File: src/rtl/bitwise_op_unit_pkg.sv
// Shared types and the bitwise evaluation function for the bitwise_op_unit slice.
// Operands are zero-extended to MAX_W inside bitop_eval, so WIDTH may not exceed MAX_W.
package bitop_pkg;

   typedef enum logic [1:0] {
      OP_XOR = 2'd0,
      OP_OR  = 2'd1,
      OP_AND = 2'd2,
      OP_NOT = 2'd3
   } op_e;

   localparam int OP_W  = 2;
   localparam int MAX_W = 64;

   function automatic logic [MAX_W-1:0] bitop_eval(input op_e op,
                                                  input logic [MAX_W-1:0] a,
                                                  input logic [MAX_W-1:0] b);
      logic [MAX_W-1:0] r;
      r = '0;
      case (op)
         OP_XOR:  r = a ^ b;
         OP_OR:   r = a | b;
         OP_AND:  r = a & b;
         OP_NOT:  r = ~a;
         default: r = '0;
      endcase
      return r;
   endfunction

endpackage

File: src/rtl/bitwise_op_unit_if.sv
// Handshake bundle between a stimulus source/result sink (master) and bitwise_op_unit (slave).
// chg_cnt exists only when BITOP_CHG_CNT_EN is defined.
interface bitwise_op_unit_if #(
   parameter int WIDTH = 8,
   parameter int CNT_W = 16
);
   import bitop_pkg::*;

   logic             in_valid;
   logic             in_ready;
   op_e              op;
   logic [WIDTH-1:0] a;
   logic [WIDTH-1:0] b;
   logic             out_valid;
   logic             out_ready;
   logic [WIDTH-1:0] z;
   logic             z_changed;

`ifdef BITOP_CHG_CNT_EN
   logic [CNT_W-1:0] chg_cnt;

   modport master (
      output in_valid, op, a, b, out_ready,
      input  in_ready, out_valid, z, z_changed, chg_cnt
   );

   modport slave (
      input  in_valid, op, a, b, out_ready,
      output in_ready, out_valid, z, z_changed, chg_cnt
   );
`else
   modport master (
      output in_valid, op, a, b, out_ready,
      input  in_ready, out_valid, z, z_changed
   );

   modport slave (
      input  in_valid, op, a, b, out_ready,
      output in_ready, out_valid, z, z_changed
   );
`endif

endinterface

File: src/rtl/bitwise_op_unit_core.sv
// Purely combinational op/a/b -> result datapath of bitwise_op_unit.
module bitop_core
   import bitop_pkg::*;
#(
   parameter int WIDTH = 8
) (
   input  op_e              op,
   input  logic [WIDTH-1:0] a,
   input  logic [WIDTH-1:0] b,
   output logic [WIDTH-1:0] result
);

   assign result = WIDTH'(bitop_eval(op, MAX_W'(a), MAX_W'(b)));

endmodule

File: src/rtl/bitwise_op_unit.sv
// One-entry registered bitwise unit with valid/ready handshakes and a result-change strobe.
// Define BITOP_CHG_CNT_EN to add the saturating chg_cnt counter.
module bitwise_op_unit
   import bitop_pkg::*;
#(
   parameter int WIDTH = 8,
   parameter int CNT_W = 16
) (
   input logic              clk,
   input logic              rst,
   bitwise_op_unit_if.slave bus
);

   localparam logic [0:0] ST_EMPTY = 1'b0;
   localparam logic [0:0] ST_FULL  = 1'b1;

   logic [0:0]       state;
   logic [WIDTH-1:0] result;
   logic [WIDTH-1:0] z_q;
   logic             z_changed_q;
   logic             accept;
   logic             changed;

   bitop_core #(.WIDTH(WIDTH)) u_core (
      .op     (bus.op),
      .a      (bus.a),
      .b      (bus.b),
      .result (result)
   );

   // The held word may retire and be replaced on the same edge, so ready looks through out_ready.
   assign bus.in_ready  = (state == ST_EMPTY) | bus.out_ready;
   assign bus.out_valid = (state == ST_FULL);
   assign accept        = bus.in_valid & bus.in_ready;
   assign changed       = (result != z_q);

   always_ff @(posedge clk) begin
      if (rst) begin
         state       <= ST_EMPTY;
         z_q         <= '0;
         z_changed_q <= 1'b0;
      end else begin
         z_changed_q <= accept & changed;
         if (accept) begin
            state <= ST_FULL;
            z_q   <= result;
         end else if (bus.out_ready) begin
            state <= ST_EMPTY;
         end
      end
   end

   assign bus.z         = z_q;
   assign bus.z_changed = z_changed_q;

`ifdef BITOP_CHG_CNT_EN
   logic [CNT_W-1:0] chg_cnt_q;

   // Counts on the same edge that raises z_changed so both are visible together.
   always_ff @(posedge clk) begin
      if (rst) begin
         chg_cnt_q <= '0;
      end else if (accept && changed && (chg_cnt_q != {CNT_W{1'b1}})) begin
         chg_cnt_q <= chg_cnt_q + CNT_W'(1);
      end
   end

   assign bus.chg_cnt = chg_cnt_q;
`endif

endmodule
File: src/flat_wrapper.sv
// flat-port wrapper written by rule: the top's interface ports become plain ports
module bitwise_op_unit_flat import bitop_pkg::*;
#(
   parameter int WIDTH = 8,
   parameter int CNT_W = 16
)
  (clk, rst, bus_in_valid, bus_op, bus_a, bus_b, bus_out_ready, bus_in_ready, bus_out_valid, bus_z, bus_z_changed);
  bitwise_op_unit_if #(.WIDTH(WIDTH), .CNT_W(CNT_W)) bus_i ();
  input logic clk;
  input logic rst;
  input wire logic [$bits(bus_i.in_valid)-1:0] bus_in_valid;
  input wire logic [$bits(bus_i.op)-1:0] bus_op;
  input wire logic [$bits(bus_i.a)-1:0] bus_a;
  input wire logic [$bits(bus_i.b)-1:0] bus_b;
  input wire logic [$bits(bus_i.out_ready)-1:0] bus_out_ready;
  output wire logic [$bits(bus_i.in_ready)-1:0] bus_in_ready;
  output wire logic [$bits(bus_i.out_valid)-1:0] bus_out_valid;
  output wire logic [$bits(bus_i.z)-1:0] bus_z;
  output wire logic [$bits(bus_i.z_changed)-1:0] bus_z_changed;
  assign bus_i.in_valid = bus_in_valid;
  assign bus_i.op = bus_op;
  assign bus_i.a = bus_a;
  assign bus_i.b = bus_b;
  assign bus_i.out_ready = bus_out_ready;
  assign bus_in_ready = bus_i.in_ready;
  assign bus_out_valid = bus_i.out_valid;
  assign bus_z = bus_i.z;
  assign bus_z_changed = bus_i.z_changed;
  bitwise_op_unit #(.WIDTH(WIDTH), .CNT_W(CNT_W)) u_core (.clk(clk), .rst(rst), .bus(bus_i));
endmodule
File: config.mk
export PLATFORM = sky130hd
export DESIGN_NAME = bitwise_op_unit_flat
export DESIGN_NICKNAME = d
export VERILOG_FILES = /design/src/rtl/bitwise_op_unit_pkg.sv /design/src/rtl/bitwise_op_unit_if.sv /design/src/rtl/bitwise_op_unit_core.sv /design/src/rtl/bitwise_op_unit.sv /design/src/flat_wrapper.sv
export SDC_FILE = /design/constraint.sdc
export NUM_CORES = 1
export LEC_CHECK = 0
export CORE_AREA = 10 10 57 59
export CTS_CLUSTER_SIZE = 24
export DETAILED_ROUTE_END_ITERATION = 10
export DIE_AREA = 0 0 67 69
export GPL_TIMING_DRIVEN = 0
export HOLD_SLACK_MARGIN = 0.15
export MAX_ROUTING_LAYER = met4
export PLACE_DENSITY = 0.82
export SYNTH_ARGS = -nofsm -noshare
export SYNTH_HDL_FRONTEND = slang
export SYNTH_SLANG_ARGS = --single-unit
File: constraint.sdc
create_clock -name clk -period 2.6 [get_ports clk]
set_input_delay 0.52 -clock clk [delete_from_list [all_inputs] [get_ports clk]]
set_output_delay 0.52 -clock clk [all_outputs]
set_load 0.05 [all_outputs]
# Yosys cells after proc, flatten, opt, wreduce, memory -nomap -nowiden
# Cells that the tools add are included.
# op_classes
bitwise_logic	8
n_eq_ne	4
n_reduce_logical	2
mux	3
# op_table
operator	n
$pmux W8 S4	1
$and A8 B8 Y8	1
$ne A8 B8 Y1	1
$not A8 Y8	1
$or A8 B8 Y8	1
$xor A8 B8 Y8	1
$eq A2 B2 Y1 const B	2
$and A1 B1 Y1	2
$eq A2 B1 Y1 const B	1
$logic_not A2 Y1	1
$mux W1	2
$reduce_bool A2 Y1	1
$not A1 Y1	1
$or A1 B1 Y1	1
# word_totals
register_bits	10
inputBits	22

# Longest topological paths before layout
# depth
word_depth	4
depth_mapped	8
ltp_nobuf	8

# Modules after synthesis
# Synthesis repeated with hierarchy kept, for this count alone.
# hier_totals
hier_cells	102
area_unflattened_um2	938.4
# by_module_without_submodules
module	area_each_um2	cells_per_inst	seq_area_each_um2	n_inst
bitop_core	493.0	50	0.0	1
bitwise_op_unit	445.4	52	200.2	1

# Worst setup path before layout
# OpenSTA, ideal clock, no wires.
# synth_path
path_kind	register to register
startpoint	register u_core.state, in the netlist u_core.bus.out_valid
endpoint	register u_core.z_q[0], in the netlist u_core.bus.z[0]
path_buffers	1
path_slack_ns	0.572
arrival_ns	1.900
period_less_slack_ns	2.028
path_stages_with_launch	7
path_cell_list	dfxtp_1 -> nand2b_1 -> nand2_1 -> clkbuf_1 -> nor2_1 -> a21oi_1 -> nor2_1
# synth_via
elab_chain_cells	3
# synth_rtl
element	line_no	rtl
start: declaration	bitwise_op_unit.sv:17	logic [0:0] state;
start signal: assignment	bitwise_op_unit.sv:39	state <= ST_EMPTY;
start signal: assignment	bitwise_op_unit.sv:45	state <= ST_FULL;
start signal: assignment	bitwise_op_unit.sv:48	state <= ST_EMPTY;
$not A1 Y1	bitwise_op_unit.sv:32	assign bus.in_ready = (state == ST_EMPTY) | bus.out_ready;
$or A1 B1 Y1	bitwise_op_unit.sv:32	
named net bus_in_ready	flat_wrapper.sv:16	output wire logic [$bits(bus_i.in_ready)-1:0] bus_in_ready;
$and A1 B1 Y1	bitwise_op_unit.sv:34	assign accept = bus.in_valid & bus.in_ready;
end signal: assignment	bitwise_op_unit.sv:46	z_q <= result;
end: declaration	bitwise_op_unit.sv:19	logic [WIDTH-1:0] z_q;
# The timed path passes the listed nets, and every way through them passes these cells.
# A chain may end at the register's enable or synchronous reset.

# Worst setup path in the final report
# layout_path
startpoint	input bus_out_ready
endpoint	output bus_in_ready
# layout_via
elab_chain_cells	1
# layout_rtl
element	line_no	rtl
start: declaration	flat_wrapper.sv:15	input wire logic [$bits(bus_i.out_ready)-1:0] bus_out_ready;
$or A1 B1 Y1	bitwise_op_unit.sv:32	
end: declaration	flat_wrapper.sv:16	
# No other way between the ends.

==> results.json <==
{
  "final_cell_mix": "30 x clkdlybuf4s50_1, 25 x inv_1, 23 x nor2_1",
  "grt_pass1_wl_um": 3891,
  "finalCriticalPeriod_ps": 2460,
  "ys_seq_elements": 10,
  "tightest_slew_ps": 529.6,
  "place.port_buffers": 30,
  "ys_seq_area_share_pct": 19.63,
  "synthCells": 130,
  "pwr_density_cell_nw_per_um2": 391.8,
  "clkPwrFrac_pct": 25.6,
  "grt_pass1_vias": 968,
  "drv_cap": 0,
  "ios": 33,
  "cts_buffers": 3,
  "start_kind": "input pin",
  "dp_hpwl_um": 1980,
  "slew_headroom_pct": 64.59,
  "fillers": 184,
  "place_congestion": 0.8042,
  "drt-total-wl_um": 2363,
  "register_area_um2": 200.2,
  "synth.distinct_cells": 23,
  "antenna_found_initial": 0,
  "worst-path-buf-inv": 2,
  "crit_required_ps": 2080,
  "clkSlewWorstSetupHoldPaths_ps": 60,
  "die-area_um2": 4623,
  "cp_slowest_stage_delay_ps": 820,
  "synth-edff-count": 0,
  "viasPerCell": 5.063,
  "fin_skew_ps": 5.018,
  "design_area_um2": 1391,
  "endpoint": "bus_in_ready",
  "multiInputGateArea_um2": 676.9,
  "p_leak_nw": 0.6592,
  "crit_top_cell": "clkdlybuf4s50_1",
  "critPathKind": "in -> out",
  "ctsResizeCount": 0,
  "drc": 0,
  "vias": 972,
  "syn_area_um2": 1020,
  "die_y_um": 69,
  "drive_gt1_share_pct": 6.098,
  "ys.flop_type": "dfxtp_1",
  "clock-root-buffer": "clkbuf_4",
  "crit_arrival_ps": 1940,
  "p_sw_share_pct": 34.62,
  "netlist.top_cell.by_area": "dfxtp_1",
  "rsz0062_at_grt": "no",
  "drt_first_pass_iters": 5,
  "dp.cells": 188,
  "clock_latency_ps": 270,
  "cp-end-kind": "output port",
  "avgSynthCellArea_um2": 7.844,
  "wl_per_cell_um": 12.31,
  "min_from": "u_core.bus.z[4]",
  "p_seq_share_pct": 32.2,
  "cts_sinks": 10,
  "hold_viol_final": 0,
  "vdd_drop_max_v": 0.0002947,
  "syn2layout_area_growth_pct": 36.44,
  "final_nets": 203,
  "h-tree-depth": 1,
  "synth_area_leaders": "dfxtp_1 20%, ha_1 20%, inv_1 9.2%",
  "post_cts_buffers": 0,
  "rr_startpoint": "u_core.bus.out_valid",
  "tritoncts": "yes",
  "track_usage_pct": 10.41,
  "critPathTopFamily": "buffers and inverters",
  "cts_hold_buf": 0,
  "synth_warnings": 0,
  "grt_max_degree": 11,
  "fin_crit_sh_pct": 94.63,
  "combinationalPowerShare_pct": 42.1,
  "status": "finished clean",
  "synth_top_area_share_pct": 19.63,
  "async_flop_share_pct": 0,
  "setup_ws_ps": 139.7,
  "setup_viol": 0,
  "crit_start": "bus_out_ready",
  "ant_nets": 0,
  "rr_endpoint": "u_core.bus.z[0]",
  "crit_chain": "clkdlybuf4s50_1, nand2b_1, clkdlybuf4s50_1",
  "drtIter0Drc": 24,
  "pre_cts_slack_ps": -9.658,
  "rr_worst_depth": 6,
  "cp_max_fo": 3,
  "cellInternalPower_mw": 0.3563,
  "cp_slowest_cell": "clkdlybuf4s50_1",
  "max_freq_mhz": 406.5,
  "p_sw_mw": 0.1887,
  "hold_path_class": "reg -> reg",
  "syn-num-nets": 168,
  "num_antenna_cells": 0,
  "initial_core_util_pct": 47.47,
  "core_um2": 2148,
  "die_x_um": 67,
  "row_count": 17,
  "slew_violations": 0,
  "r2r_slack_ps": 1140,
  "layout_commonest_cell": "clkdlybuf4s50_1",
  "placedInstanceArea_um2": 1355,
  "path_depth": 3,
  "clk_path_buf_depth": 2,
  "layout.cells.non_filler": 192,
  "grt_overflow": 0
}
[per-layer routing]
metal  global-route usage [%]  share of wire, %  routed length [um]
met3                    4.670               8.3                 196
met5                        -                 0                   0
met1                    9.799                40                 935
met2                    18.41                52                1223
met4                    2.715              0.34                   8
[cell families after synthesis]
logic type	count (synthesis)	share of synthesized area (%)
fa+ha+maj	16	19.63
simple gates	36	15.58
buf+inv	31	13.99
xor+xnor	9	7.730
mux	5	10.92
flops	10	19.63
compound gates	23	12.52
[flip-flops by register name, indices dropped and copies added, names as in the netlist]
register,flops
u_core.bus.z_changed,1
u_core.bus.z,8
u_core.bus.out_valid,1
[power groups by stage]
stage | logic (mW) | registers (mW) | clock network [mW]
floorplan | 0.112 | 0.216 | 0
global placement | 0.221 | 0.178 | 0
detailed placement | 0.230 | 0.179 | 0
CTS | 0.231 | 0.176 | 0.142
global route | 0.252 | 0.177 | 0.151
finish | 0.230 | 0.176 | 0.140
[worst register-to-register path, stage by stage, from the launching register on]
cell	delay, ps
dfxtp_1	330
nand2b_1	100
nand2_1	240
clkbuf_1	380
nor2_1	110
a21oi_1	130
nor2_1	50
[final cells by class]
type,instances,area share (%)
multi-input cells,89,48.65
repair buffers,30,21.58
flip-flops and latches,10,14.39
inverters,25,6.745
plain buffers,6,3.507
clock buffers,4,2.608
well taps,28,2.518
[cells in the mapped netlist, drive strengths merged, types with 2 or more instances]
library cell and count:
o21ai 2, mux4 4, inv 25, xnor2 9, ha 16, buf 3, nor2 23, a211oi 2
nand3 2, nand2 3, clkbuf 3, dfxtp 10, nand2b 4, a21oi 18
[through the flow]
step | util (%) | total power, mW | setup TNS (ps) | hold WS, ps
2_1_floorplan | - | 0.3284 | 0 | 649.5
5_1_grt | 64.76 | 0.5806 | 0 | 587.8
3_3_place_gp | 63.08 | 0.3995 | 0 | 510.4
3_5_place_dp | 63.08 | 0.4089 | -9.658 | 526.1
4_1_cts | 64.76 | 0.5487 | 0 | 541.3
6_report | 64.76 | 0.5451 | 0 | 538.2
[worst min path at each step]
| stage | end | slack (ps) | cells past startpoint |
|---|---|---|---|
| 2_1_floorplan | u_core.bus.out_valid | 650 | 2 |
| 3_3_place_gp | u_core.bus.out_valid | 510 | 2 |
| 3_5_place_dp | u_core.bus.z[4] | 530 | 2 |
| 4_1_cts | u_core.bus.z[4] | 540 | 2 |
| 5_1_grt | u_core.bus.z[4] | 590 | 2 |
| 6_report | u_core.bus.z[4] | 540 | 2 |
(Power assumes the default switching activity.)
==> patch: new RTL, same flow settings <==
`WIDTH` is set to 8 in 4 places; all go to 7.
--- a/src/rtl/bitwise_op_unit_if.sv
+++ b/src/rtl/bitwise_op_unit_if.sv
@@ -2,5 +2,5 @@
 // chg_cnt exists only when BITOP_CHG_CNT_EN is defined.
 interface bitwise_op_unit_if #(
-   parameter int WIDTH = 8,
+   parameter int WIDTH = 7,
    parameter int CNT_W = 16
 );
--- a/src/rtl/bitwise_op_unit_core.sv
+++ b/src/rtl/bitwise_op_unit_core.sv
@@ -3,5 +3,5 @@
    import bitop_pkg::*;
 #(
-   parameter int WIDTH = 8
+   parameter int WIDTH = 7
 ) (
    input  op_e              op,
--- a/src/rtl/bitwise_op_unit.sv
+++ b/src/rtl/bitwise_op_unit.sv
@@ -4,5 +4,5 @@
    import bitop_pkg::*;
 #(
-   parameter int WIDTH = 8,
+   parameter int WIDTH = 7,
    parameter int CNT_W = 16
 ) (
--- a/src/flat_wrapper.sv
+++ b/src/flat_wrapper.sv
@@ -2,5 +2,5 @@
 module bitwise_op_unit_flat import bitop_pkg::*;
 #(
-   parameter int WIDTH = 8,
+   parameter int WIDTH = 7,
    parameter int CNT_W = 16
 )
Interface: changed (resized bus_a, bus_b and bus_z); port bits go from 33 to 30. No check against the original RTL was run, so the function may have changed too.
==> patch against the unedited design <==
  * Total power shrank 11%
  * Via count shrank 8.1%
  * Core utilization shrank 7.9 points
  * First-iteration DRC count grew 29%
  * Wire length shrank 1.6%
  * Cell area shrank 12%
  * Count of clock-buffer cells in the layout is the same
  * Sequential cell count shrank 1
  * Fmax shrank 0.70%
  * Global-route usage grew 0.39 points
  * Clock skew grew 5.1 ps
  * Critical endpoint unchanged
  * Area after synthesis shrank 13%
  * Setup slack lost 17 ps
  * Worst hold slack gained 16 ps
==> patch: results <==
[finish]
multi_input_area_um2 = 593
inverters = 19
final-clk-cell-share_pct = 2.15
layout.nets = 182
buffer_area_share_pct = 25.9
nMultiInputCombCells = 82
fill_cells = 197
largest_reg_flops = 7
antennaDiodeCount = 0
signal_buffers = 33
layout-drive-gt1-share_pct = 9.52
seq_area_share_pct = 14.7

[drt]
wl_met3_um = 149
wl_met2_um = 1260
drt_iter0_markers = 31
wl_met1_um = 823
wl_per_cell_um = 13.3
avgViaCountPerCell = 5.10
dr.pass1.iters = 4

[setup_path]
rrSetupSlack_ps = 1170
slowest_stage = clkdlybuf4s50_1
cp_max_fo = 4
crit_arrival_ps = 1960
rr_endpoint = u_core.bus.z[5]
worstReg2RegStart = u_core.bus.out_valid

[clock_network]
cts_sinks = 9
path_clk_slew_ps = 60

[timing]
finalClockSkew_ps = 10.2
tightest_slew_ps = 514

[yosys]
ys_types = 26
ys_top_cells_by_count = nor2_1, inv_1, a21oi_1, ha_1, dfxtp_1
synthTopCellsByArea = dfxtp_1, ha_1, nor2_1
syn_nets = 150
yosysSeqAreaShare_pct = 20.2
async_flop_share_pct = 0
synth_top_area_share_pct = 20.2

[placement]
place_congestion = 0.775
port-buffer-count = 27
post-dp-hpwl_um = 1930

[global_routing]
antenna_found_initial = 0
grtUsageMet2_pct = 18.4
track_usage_pct = 10.8
grtUsageMet1_pct = 10.7
use_met3_pct = 1.61
grt_first_pass_wirelength_um = 4020
grt_pass1_vias = 966

[worst_hold_path]
hold_path_class = flip-flop to flip-flop

[job]
maxCapViolations = 0

[outcome]
status = finished, final reports clean

[power_and_ir_drop]
clock_power_w = 0.000118
p_leak_nw = 0.559
pwr-share-seq_pct = 32.7
vdd_ir_drop_max_mv = 0.238
p_sw_w = 0.000184
==> patch: changes by cell type in the layout (fill, tap and decap cells not counted), moves of 2 or more <==
cell,delta
a21oi_1,-3
a21oi_2,+2
clkdlybuf4s50_1,-3
ha_1,-2
inv_1,-6
mux4_1,-3
nand2b_1,-2
nor2_1,-2
xnor2_1,-3
==> patch: how the worst min path moves through the flow <==
| stage | slack, ps | to | from |
|---|---|---|---|
| 2_1_floorplan | 650 | u_core.bus.out_valid | bus_in_valid |
| 5_1_grt | 580 | u_core.bus.z[6] | u_core.bus.z[6] |
| 6_report | 550 | u_core.bus.z[6] | u_core.bus.z[6] |
| 3_5_place_dp | 550 | u_core.bus.z[5] | u_core.bus.z[5] |
| 4_1_cts | 560 | u_core.bus.z[6] | u_core.bus.z[6] |
| 3_3_place_gp | 530 | u_core.bus.z[3] | u_core.bus.z[3] |
==> patch: kinds of logic (layout without fill, tap and decap cells) <==
family | Yosys count | in the layout | share of synthesized area [%]
AOI/OAI and AO/OA | 25 | 25 | 17.1
xor gates and xnor gates | 7 | 7 | 6.88
adders and majority gates | 14 | 14 | 19.7
buffers and inverters | 25 | 56 | 13.2
DFF | 9 | 9 | 20.2
muxes | 3 | 3 | 6.18
and+or+nand+nor | 33 | 33 | 16.7
==> patch: per-stage QoR <==
step / std cells / util, % / cell area [µm²] / total power [W] / setup slack, ps
6_report: 175 / 56.9 / 1220 / 0.000484 / 122
5_1_grt: 175 / 56.9 / 1220 / 0.000514 / 45.6
4_1_cts: 175 / 56.9 / 1220 / 0.000485 / 111
3_5_place_dp: 171 / 55.7 / 1200 / 0.000369 / 82.2
3_3_place_gp: 171 / 55.7 / 1200 / 0.000361 / 91.7
2_1_floorplan: 116 / - / 891 / 0.000295 / 595
